File: src/rtl/subpel_row_scheduler.sv
// Fetches BLK_ROWS consecutive frame rows (wrapping at IMG_ROWS) from the row store
// and pushes them one per dp_load into the sub-pel interpolation FIR window.
module subpel_row_scheduler #(
  parameter int ADDR_W   = 15,
  parameter int IMG_ROWS = 28800,
  parameter int BLK_ROWS = 15,
  parameter int TAPS     = 8
) (
  input  logic              clk,
  input  logic              rst,
  input  logic              start,
  output logic              start_ready,
  input  logic [ADDR_W-1:0] base_row,
  input  logic              abort,
  output logic              row_req,
  output logic [ADDR_W-1:0] row_addr,
  input  logic              row_ack,
  input  logic [119:0]      row_data,
  output logic [119:0]      dp_row,
  output logic              dp_load,
  input  logic              dp_busy,
  output logic              dp_out_valid,
  output logic [2:0]        out_row_idx,
  output logic              blk_done,
  output logic              busy,
  output logic [1:0]        dbg_state
);
  // Handshakes: a command transfers on start && start_ready; a row transfers on
  // row_req && row_ack (row_req/row_addr hold until then); dp_load fires only while !dp_busy.
  typedef enum logic [1:0] {
    IDLE  = 2'd0,
    FETCH = 2'd1,
    PUSH  = 2'd2,
    DONE  = 2'd3
  } state_t;

  localparam logic [ADDR_W:0] IMG_ROWS_W = (ADDR_W+1)'(IMG_ROWS);
  localparam logic [4:0]      BLK_ROWS_W = 5'(BLK_ROWS);
  localparam logic [4:0]      TAPS_W     = 5'(TAPS);

  state_t            state, state_next;
  logic [ADDR_W-1:0] base;
  logic [3:0]        cnt;
  logic [4:0]        cnt_inc;
  logic [ADDR_W:0]   addr_sum;
  logic [ADDR_W:0]   addr_wrap;
  logic              accept;
  logic              take_row;

  assign cnt_inc   = {1'b0, cnt} + 5'd1;
  // One extra bit so base+cnt never truncates before the modulo fold.
  assign addr_sum  = {1'b0, base} + {{(ADDR_W-3){1'b0}}, cnt};
  assign addr_wrap = (addr_sum >= IMG_ROWS_W) ? (addr_sum - IMG_ROWS_W) : addr_sum;
  assign accept    = start && (state == IDLE);
  assign take_row  = (state == FETCH) && row_ack && !abort;

  assign start_ready = (state == IDLE);
  assign busy        = (state != IDLE);
  assign blk_done    = (state == DONE);
  assign dbg_state   = state;

  always_comb begin
    state_next = state;
    row_req    = 1'b0;
    row_addr   = '0;
    dp_load    = 1'b0;
    case (state)
      IDLE: begin
        if (start) state_next = FETCH;
      end
      FETCH: begin
        row_req  = 1'b1;
        row_addr = addr_wrap[ADDR_W-1:0];
        if (abort)        state_next = IDLE;
        else if (row_ack) state_next = PUSH;
      end
      PUSH: begin
        if (abort) begin
          state_next = IDLE;
        end else if (!dp_busy) begin
          dp_load    = 1'b1;
          state_next = (cnt_inc < BLK_ROWS_W) ? FETCH : DONE;
        end
      end
      DONE: begin
        state_next = IDLE;
      end
      default: state_next = IDLE;
    endcase
  end

  always_ff @(posedge clk) begin
    if (rst) begin
      state        <= IDLE;
      base         <= '0;
      cnt          <= '0;
      dp_row       <= '0;
      dp_out_valid <= 1'b0;
      out_row_idx  <= '0;
    end else begin
      state <= state_next;
      if (accept) begin
        base <= base_row;
        cnt  <= '0;
      end else if (dp_load) begin
        cnt <= cnt_inc[3:0];
      end
      if (take_row) dp_row <= row_data;
      // The FIR produces a row once the window holds at least TAPS rows.
      dp_out_valid <= dp_load && (cnt_inc >= TAPS_W);
      out_row_idx  <= (dp_load && (cnt_inc >= TAPS_W)) ? 3'(cnt_inc - TAPS_W) : 3'd0;
    end
  end
endmodule

File: config.mk
export PLATFORM = sky130hd
export DESIGN_NAME = subpel_row_scheduler
export DESIGN_NICKNAME = d
export VERILOG_FILES = /design/src/rtl/subpel_row_scheduler.sv
export SDC_FILE = /design/constraint.sdc
export NUM_CORES = 1
export LEC_CHECK = 0
export ABC_AREA = 0
export BUFFER_PORTS_ARGS = -buffer_cell sky130_fd_sc_hd__buf_2
export CORE_MARGIN = 1
export CORE_UTILIZATION = 49
export CTS_CLUSTER_SIZE = 20
export DETAILED_ROUTE_END_ITERATION = 8
export GPL_TIMING_DRIVEN = 0
export PLACE_DENSITY = 0.82
export SKIP_CTS_REPAIR_TIMING = 1
export SLEW_MARGIN = 40
export SYNTH_ARGS = -nofsm -noshare
export SYNTH_HDL_FRONTEND = slang
export SYNTH_SLANG_ARGS = --single-unit
File: constraint.sdc
create_clock -name clk -period 5 [get_ports clk]
set_clock_uncertainty 0.05 [all_clocks]
set_input_delay 0 -clock clk [delete_from_list [all_inputs] [get_ports clk]]
set_output_delay 0 -clock clk [all_outputs]
set_load 0.005 [all_outputs]
* Yosys cells after proc, flatten, opt, wreduce, memory -nomap -nowiden
Cells that the tools add are included.
Operators by class: $add $sub $neg 4, multipliers 0, div/mod/pow operators 0, magnitude comparators 3, equal/unequal tests 6, shift-type cells 0, mux-type cells 13, bitwise gates (word level) 1, reductions and logical operators 10
Operators by type and width (count):
- $mux W15 | 2
- $add A15 B4 Y16 | 1
- $ge A16 B15 Y1 const B | 1
- $sub A15 B15 Y15 const B | 1
- $mux W2 | 6
- $pmux W2 S4 | 1
- $ne A3 B3 Y1 const B | 2
- $add A4 B1 Y5 const B | 1
- $ge A5 B4 Y1 const B | 1
- $lt A5 B4 Y1 const B | 1
- $eq A2 B2 Y1 const B | 2
- $logic_and A1 B1 Y1 | 4
- $mux W1 | 4
- $reduce_or A2 Y1 | 2
- $reduce_and A3 Y1 | 1
- $sub A3 B1 Y3 const B | 1
- $eq A2 B1 Y1 const B | 1
- $logic_not A2 Y1 | 1
- $ne A2 B2 Y1 const B | 1
- $reduce_bool A2 Y1 | 1
- $logic_not A1 Y1 | 1
- $not A1 Y1 | 1
Word-level totals: register bits after elaboration 145, bits in latches 0, bits in writable memories 0, ROM bits 0, output and inout port bits 146, logic and storage cells 43, memories 0

* Depth between registers and ports, before layout
Gate-level depths: netlist of run 1.
depth in word-level cells 6, gate-level depth with buffers 12

* Worst setup path after synthesis of run 1
Ideal clock, no wire load.
path kind reg2out, start point register cnt[0], end point output port row_addr[13], arrival time 2681 ps, data required time 4950 ps, path slack 2269 ps, stages on the path, launching flop included 13, cell sequence dfxtp_1 ha_1 fa_1 a211o_1 nand2b_1 clkbuf_1 nor2_1 xnor2_1 ha_1 and3_1 nand2_1 and3b_1 a211oi_1
On the way: word-level cells in the longest chain between the ends 4, elaborated cells between the ends (all ways) 5
Ends and longest elaborated chain:
- start: declaration | line 43 | logic [3:0] cnt;
- start signal: assignment | line 106 | cnt <= cnt_inc[3:0];
- $add A15 B4 Y16 * | line 52 | assign addr_sum = {1'b0, base} + {{(ADDR_W-3){1'b0}}, cnt};
- $sub A15 B15 Y15 / $ge A16 B15 Y1 (equally long branches) | line 53 | assign addr_wrap = (addr_sum >= IMG_ROWS_W) ? (addr_sum - IMG_ROWS_W) : addr_sum;
- $mux W15 * | line 53
- $mux W15 * | line 67 | case (state)
- end: declaration | line 16 | output logic [ADDR_W-1:0] row_addr,
Every way passes the cells marked *; elsewhere a longest branch is shown, timed or not.

* Final worst setup path of run 1
Same ends and word-level chain as after synthesis.

==> metrics.txt, run 1 <==
gr ovfl total=0; Skew-Pair Late Insertion Delay=420 ps; leading area contributor after synthesis=dfxtp_1; layout cells sized above 1=0.2714; hold slack=4.676 ps; Reg2Reg Capture Point=dp_row[31]; Max clock buf depth=2; placed cells=1,179; Worst EP arrival=3520 ps; CP endpoint=row_addr[13]; number of vias per cell=5.530; Seq/Total Area, Yosys=0.5008; setup slack at placement=1860 ps; setup tns final=0 ps; Max VDD drop=0.0002969 V; vias post-DR=7,488; reg2reg start=dbg_state[1]; Psw=0.6753 mW; clk sinks=145; cell leakage power=4.195 nW; total iterations of the first detailed-routing run=7; Nets=1,343; total wire length=24.17 mm; RSZ-0062 raised after global routing=false; CP Data Required Time=4950 ps; met2 usage=0.4994; PwrDens=307.2 nW/um2; GR Util met3=0.1028; Top FF cell, synth=dfxtp_1; Yosys cell types=46; Mapped Cells=751; commonest non-fill, non-tap cell in the layout=buf_2; #FFs+latches synth=145; Vert. Die Dim=110.8 um; switching share of power=0.2330; worst-margin pin slew=682.0 ps; fin area=9434 um2; row count=39; most frequent cells in the layout=289 x buf_2, 284 x nand2_1, 145 x dfxtp_1; reg2reg path depth=7; final worst-path cycle share=0.7136; DR DRC count=0; WS Path Type=reg -> out; min-delay src=start; Final Hold Fails=0; Max Clk Rate=280.3 MHz; Area contributors post-synth=dfxtp_1 50%, nand2_1 18%, a21oi_1 12%; Syn-to-layout area delta=62.75%; first-pass GRT wire length=27.92 mm; Yosys top cell area share=0.5008; H-tree level count=4; HPWL after detailed placement=13.03 mm; Final Slew Violations=0; CP Launch Point=cnt[0]; Starting Density=0.5055; CTS tree=done; Seq pwr share=0.416; core area=11,470 um2; I/O Pins=287; internal power=2.223 mW; post-placement cell area=7402 um2; final RePlAce weighted congestion=0.9264; non-filler instance count after layout=1,354; Post-synth ARST share=0; Root Driver=clkbuf_16; initial antenna violation count=4; clk slew on worst S/H paths=60 ps; First DRT Iteration DRCs=566; EDFF count, synth=0; IO Port Bufs=285; pin count of the biggest net entering global routing=17; combinational power share=0.111; CTS buffer count=17; grt met1 use=0.3054; crit end category=primary output; Tmin final=3568 ps; Max-slew headroom=0.5454; die width=110.8 um; Clk pwr share=0.473; Post-Route Utilization=0.8227; die area=12,270 um2; busiest grt layer=met2; CP Launch Type=register; CP max FO=7; WL/cell=17.85 um; vias in the first global route=5,810; Design Power=2.898 mW; Avg Cell Area, Syn=7.719 um2; ANT nets after route=0; max cap viols=0; r2r setup slk=2420 ps; Post-Syn Nets=900; Mapped Area=5797 um2; outcome=finished clean; YS warnings=0; # setup viols final=0; Tot GR Track Use=0.2862; Hold Crit Class=in -> reg; fin worst setup slack=1432 ps
==> worst max-delay path, cell delays in order, from the launching register on <==
cell and delay, ps:
dfxtp_1 390, ha_1 260, fa_1 440, a211o_1 330, nand2b_1 70, clkbuf_1 260
nor2_1 100, xnor2_1 210, ha_1 230, and3_1 210, nand2_1 70, and3b_1 180
a211oi_1 210, buf_2 150
==> kinds of logic (layout without fill, tap and decap cells) <==
kind of cell	Yosys count	in the layout	share of synthesized area
xor+xnor	15	15	0.02266
buf+inv	58	512	0.03972
other cells	0	6	0
fa+ha+maj	9	9	0.02029
flops	145	145	0.5008
simple gates	345	345	0.2424
compound gates	177	177	0.1705
mux	2	2	0.003669
==> registers in the layout, summed over array words and instances, names as in the netlist <==
signal        cells
out_row_idx       3
dbg_state         2
dp_out_valid      1
dp_row          120
cnt               4
base             15
==> layer usage <==
metal | vias to the layer above | wire [um]
met2 | 538 | 11990
met1 | 3398 | 8175
li1 | 3373 | -
met5 | - | 0
met4 | 0 | 1769
met3 | 179 | 2234
==> power by group through the flow <==
stage	combinational, mW	clock, mW	sequential, mW
floorplan	0.100	0	1.23
global placement	0.212	0	1.23
detailed placement	0.214	0	1.23
CTS	0.216	1.35	1.20
global route	0.345	1.43	1.21
finish	0.322	1.37	1.21
==> how the worst min path moves through the flow <==
stage | cells past startpoint | end
final | 4 | base[1]
after floorplan | 1 | dbg_state[1]
after CTS | 2 | dbg_state[1]
after global routing | 4 | base[14]
after detailed placement | 2 | dbg_state[1]
after global placement | 2 | dbg_state[1]
==> cells in the mapped netlist (2+ instances only) <==
cell,instances
a21oi_2,4
a31oi_1,3
and2_1,10
nor2_1,14
o22ai_1,2
nor4_1,2
and3_1,3
a21o_1,4
xnor2_1,8
o21ai_0,2
dfxtp_1,145
nand2_1,284
nand3_1,7
a211o_1,2
a41o_1,2
nor3_1,6
inv_1,5
nor2b_1,3
clkbuf_1,46
a311oi_1,2
ha_1,7
o31a_1,3
or3_1,3
a21oi_1,143
buf_1,2
xor2_1,7
a211oi_1,4
or2_2,2
nand4_1,3
buf_2,4
nand2b_1,4
==> layout make-up <==
type | instances | area (um2)
buffer | 53 | 211.5
multi-input combinational | 548 | 2664
tap | 143 | 178.9
sequential | 145 | 2903
fill | 635 | 2033
clock inverter | 8 | 151.4
antenna | 6 | 15.01
clock buffer | 22 | 474.2
inverter | 5 | 18.77
timing repair buffer | 424 | 2818
Power figures use the tool's default switching activity.
==> run 2: changes to the inputs <==
--- a/config.mk
+++ b/config.mk
@@ -5,14 +5,14 @@
 export SDC_FILE = /design/constraint.sdc
 export NUM_CORES = 1
 export LEC_CHECK = 0
-export ABC_AREA = 0
+export ABC_AREA = 1
 export BUFFER_PORTS_ARGS = -buffer_cell sky130_fd_sc_hd__buf_2
 export CORE_MARGIN = 1
-export CORE_UTILIZATION = 49
+export CORE_UTILIZATION = 42
 export CTS_CLUSTER_SIZE = 20
 export DETAILED_ROUTE_END_ITERATION = 8
 export GPL_TIMING_DRIVEN = 0
-export PLACE_DENSITY = 0.82
+export PLACE_DENSITY = 0.74
 export SKIP_CTS_REPAIR_TIMING = 1
 export SLEW_MARGIN = 40
 export SYNTH_ARGS = -nofsm -noshare
==> constraint.sdc (replaced) <==
create_clock -name clk -period 3.2 [get_ports clk]
set_clock_uncertainty 0.05 [all_clocks]
set_input_delay 0 -clock clk [delete_from_list [all_inputs] [get_ports clk]]
set_output_delay 0 -clock clk [all_outputs]
set_load 0.005 [all_outputs]
==> metrics.txt, run 2 <==
number of flip-flops in the largest register=120 (unchanged); Max Clk Rate=343.8 MHz; commonest non-fill, non-tap cell in the layout=buf_2; Skew-Pair Late Insertion Delay=420 ps (about the same); vias post-DR=7,307 (-2.4%); most frequent cells in the layout=290 x buf_2, 287 x nor2_1, 145 x dfxtp_1; Reg2Reg Capture Point=dp_row[112]; YS warnings=0 (unchanged); Post-synth top cells=287 x nor2_1, 145 x dfxtp_1, 143 x o21ai_0; Post-Syn Nets=963 (+7.0%); PwrDens=504.0 nW/um2 (+64%); CP Data Required Time=3150 ps (-1800 ps); ANT nets after route=0 (unchanged); Clk pwr share=0.451 (-0.022); reg2reg start=dbg_state[0]; clk slew on worst S/H paths=60 ps (about the same); Final Hold Fails=0 (unchanged); row count=43 (+10%); Filler cells=1,038 (+63%); # setup viols final=0 (unchanged); Syn-to-layout area delta=62.40%; HPWL after detailed placement=14.47 mm (+11%); Root Driver=clkbuf_16; total iterations of the first detailed-routing run=6 (-1); Post-synth ARST share=0 (unchanged); layout cells sized above 1=0.2734 (+0.002074); total wire length=23.04 mm (-4.7%); IO Port Bufs=286 (+0.35%); CP max FO=8 (+1); die width=121.0 um (+9.2%); largest registers=dp_row: 120 flops, base: 15 flops, cnt: 4 flops; CP Launch Type=register; First DRT Iteration DRCs=461 (-19%); min-delay src=abort; Avg Cell Area, Syn=7.306 um2 (-5.3%); reg2reg path depth=9 (+2); pin count of the biggest net entering global routing=17 (unchanged); clk sinks=145 (unchanged); Max-slew headroom=0.5526 (+0.007285); die area=14,640 um2 (+19%); Mapped Area=5947 um2 (+2.6%); Area contributors post-synth=dfxtp_1 49%, nor2_1 18%, o21ai_0 12%; Biggest register=dp_row; Worst Hold End=cnt[1]; switching share of power=0.2475 (+0.01451); WL/cell=15.88 um (-11%); number of vias per cell=5.036 (-8.9%); Seq pwr share=0.405 (-0.011); Design Power=4.867 mW (+68%); Top FF cell, synth=dfxtp_1; leading area contributor after synthesis=dfxtp_1; hold depth=5 (+1); Worst EP arrival=2860 ps (-660 ps); core area=13,830 um2 (+21%); max cap viols=0 (unchanged); final worst-path cycle share=0.9090; RSZ-0062 raised after global routing=false; combinational power share=0.144 (+0.033); Tmin final=2909 ps; initial antenna violation count=1 (-3); CTS tree=done; #FFs+latches synth=145 (unchanged); Yosys cell types=35 (-24%); vias in the first global route=5,787 (-0.40%); I/O Pins=287 (unchanged); Hold Crit Class=in -> reg; Mapped Cells=814 (+8.4%); Final Slew Violations=0 (unchanged); Psw=1.205 mW (+78%); Max VDD drop=0.0004112 V (+38%); internal power=3.662 mW (+65%); Yosys top cell area share=0.4881 (-0.01264); EDFF count, synth=0 (unchanged); outcome=finished clean; cell leakage power=4.996 nW (+19%); Vert. Die Dim=121.0 um (+9.2%); CTS buffer count=17 (unchanged); most common cell in the netlist=nor2_1; DR DRC count=0 (unchanged); r2r setup slk=740 ps (-1680 ps); Tot GR Track Use=0.2597 (-0.02646); worst-margin pin slew=668.6 ps (-13.40 ps); setup tns final=0 ps (unchanged); Max clock buf depth=2 (unchanged); Nets=1,408 (+4.8%); gr ovfl total=0 (unchanged); first-pass GRT wire length=29.27 mm (+4.8%); H-tree level count=4 (unchanged); final RePlAce weighted congestion=0.8894 (-4.0%); Seq/Total Area, Yosys=0.4881 (-0.01264); WS Path Type=reg -> out; Starting Density=0.4301 (-0.07541); crit end category=primary output
==> run 2: changes by cell type after synthesis, moves of 22 or more <==
| cell | change |
|---|---|
| nor2_1 | +273 |
| nand2_1 | -225 |
| o21ai_0 | +141 |
| a21oi_1 | -126 |
| inv_1 | +32 |
| nand3_1 | +22 |
==> run 2: worst max-delay path by stage <==
| stage | start | slack, ps | endpoint | cells after the start |
|---|---|---|---|---|
| finish | cnt[0] | 290 | row_addr[13] | 18 |
| global route | cnt[0] | 30 | row_addr[13] | 18 |
| CTS | cnt[0] | 90 | row_addr[13] | 18 |
| detailed placement | cnt[0] | 550 | row_addr[13] | 18 |
| global placement | cnt[0] | 570 | row_addr[13] | 18 |
| floorplan | cnt[0] | 950 | row_addr[13] | 16 |
==> run 2: cell type report <==
type                       count  area, um2  area share
multi-input combinational    585       2723      0.2819
tap                          180      225.2     0.02332
timing repair buffer         426       2833      0.2933
clock buffer                  20      456.7     0.04729
clock inverter                 9      181.4     0.01878
sequential                   145       2903      0.3006
buffer                        45      185.2     0.01917
antenna                        2      5.005   0.0005182
inverter                      39      146.4     0.01516
==> run 2: kinds of logic (layout without fill, tap and decap cells) <==
kind of cell    after synthesis  count (layout)  share of synthesized area
other cells                   0               2                          0
compound gates              165             165                     0.1414
simple gates                406             406                     0.2866
fa+ha+maj                     8               8                    0.01809
flops                       145             145                     0.4881
buf+inv                      84             539                    0.05575
xor+xnor                      6               6                    0.01010
==> run 2: per-stage QoR <==
stage / instance area [um2] / cells / util / hold WS (ps) / setup slack [ps]
global route: 9656 / 1450 / 0.6983 / 118.3 / 26.90
floorplan: 5947 / 814 / - / 19.07 / 947.8
detailed placement: 7604 / 1280 / 0.5499 / 176.9 / 548.5
global placement: 7604 / 1280 / 0.5499 / 170.1 / 572.8
finish: 9658 / 1451 / 0.6985 / 67.46 / 291.1
CTS: 8242 / 1309 / 0.5961 / -267.8 / 87.05
==> run 2: layer usage <==
metal | track usage | vias up | routed length, um
met4 | 0.08333 | 0 | 898
met1 | 0.3077 | 3337 | 8858
met2 | 0.4382 | 376 | 11570
li1 | - | 3506 | -
met5 | 0 | - | 0
met3 | 0.08929 | 88 | 1706
==> run 2: power groups by stage <==
| stage | Combinational, mW | Sequential, mW | Clock, mW |
|---|---|---|---|
| finish | 0.699 | 1.97 | 2.20 |
| global route | 0.761 | 1.98 | 2.30 |
| CTS | 0.537 | 1.97 | 2.19 |
| detailed placement | 0.534 | 2.00 | 0 |
| global placement | 0.527 | 2.00 | 0 |
| floorplan | 0.262 | 2.00 | 0 |
==> run 2: worst max-delay path, cell delays in order (launching register included) <==
cell	delay [ps]
dfxtp_1	390
ha_2	240
fa_2	380
nand3_1	120
nand3_2	140
nand2_1	90
nand2_1	60
nand2_2	90
ha_1	190
inv_1	50
nor2_1	130
nand3_1	110
nand2_1	70
nand2_1	40
nand2_1	50
nand2_1	50
nand2_1	50
nor2_1	30
buf_2	130
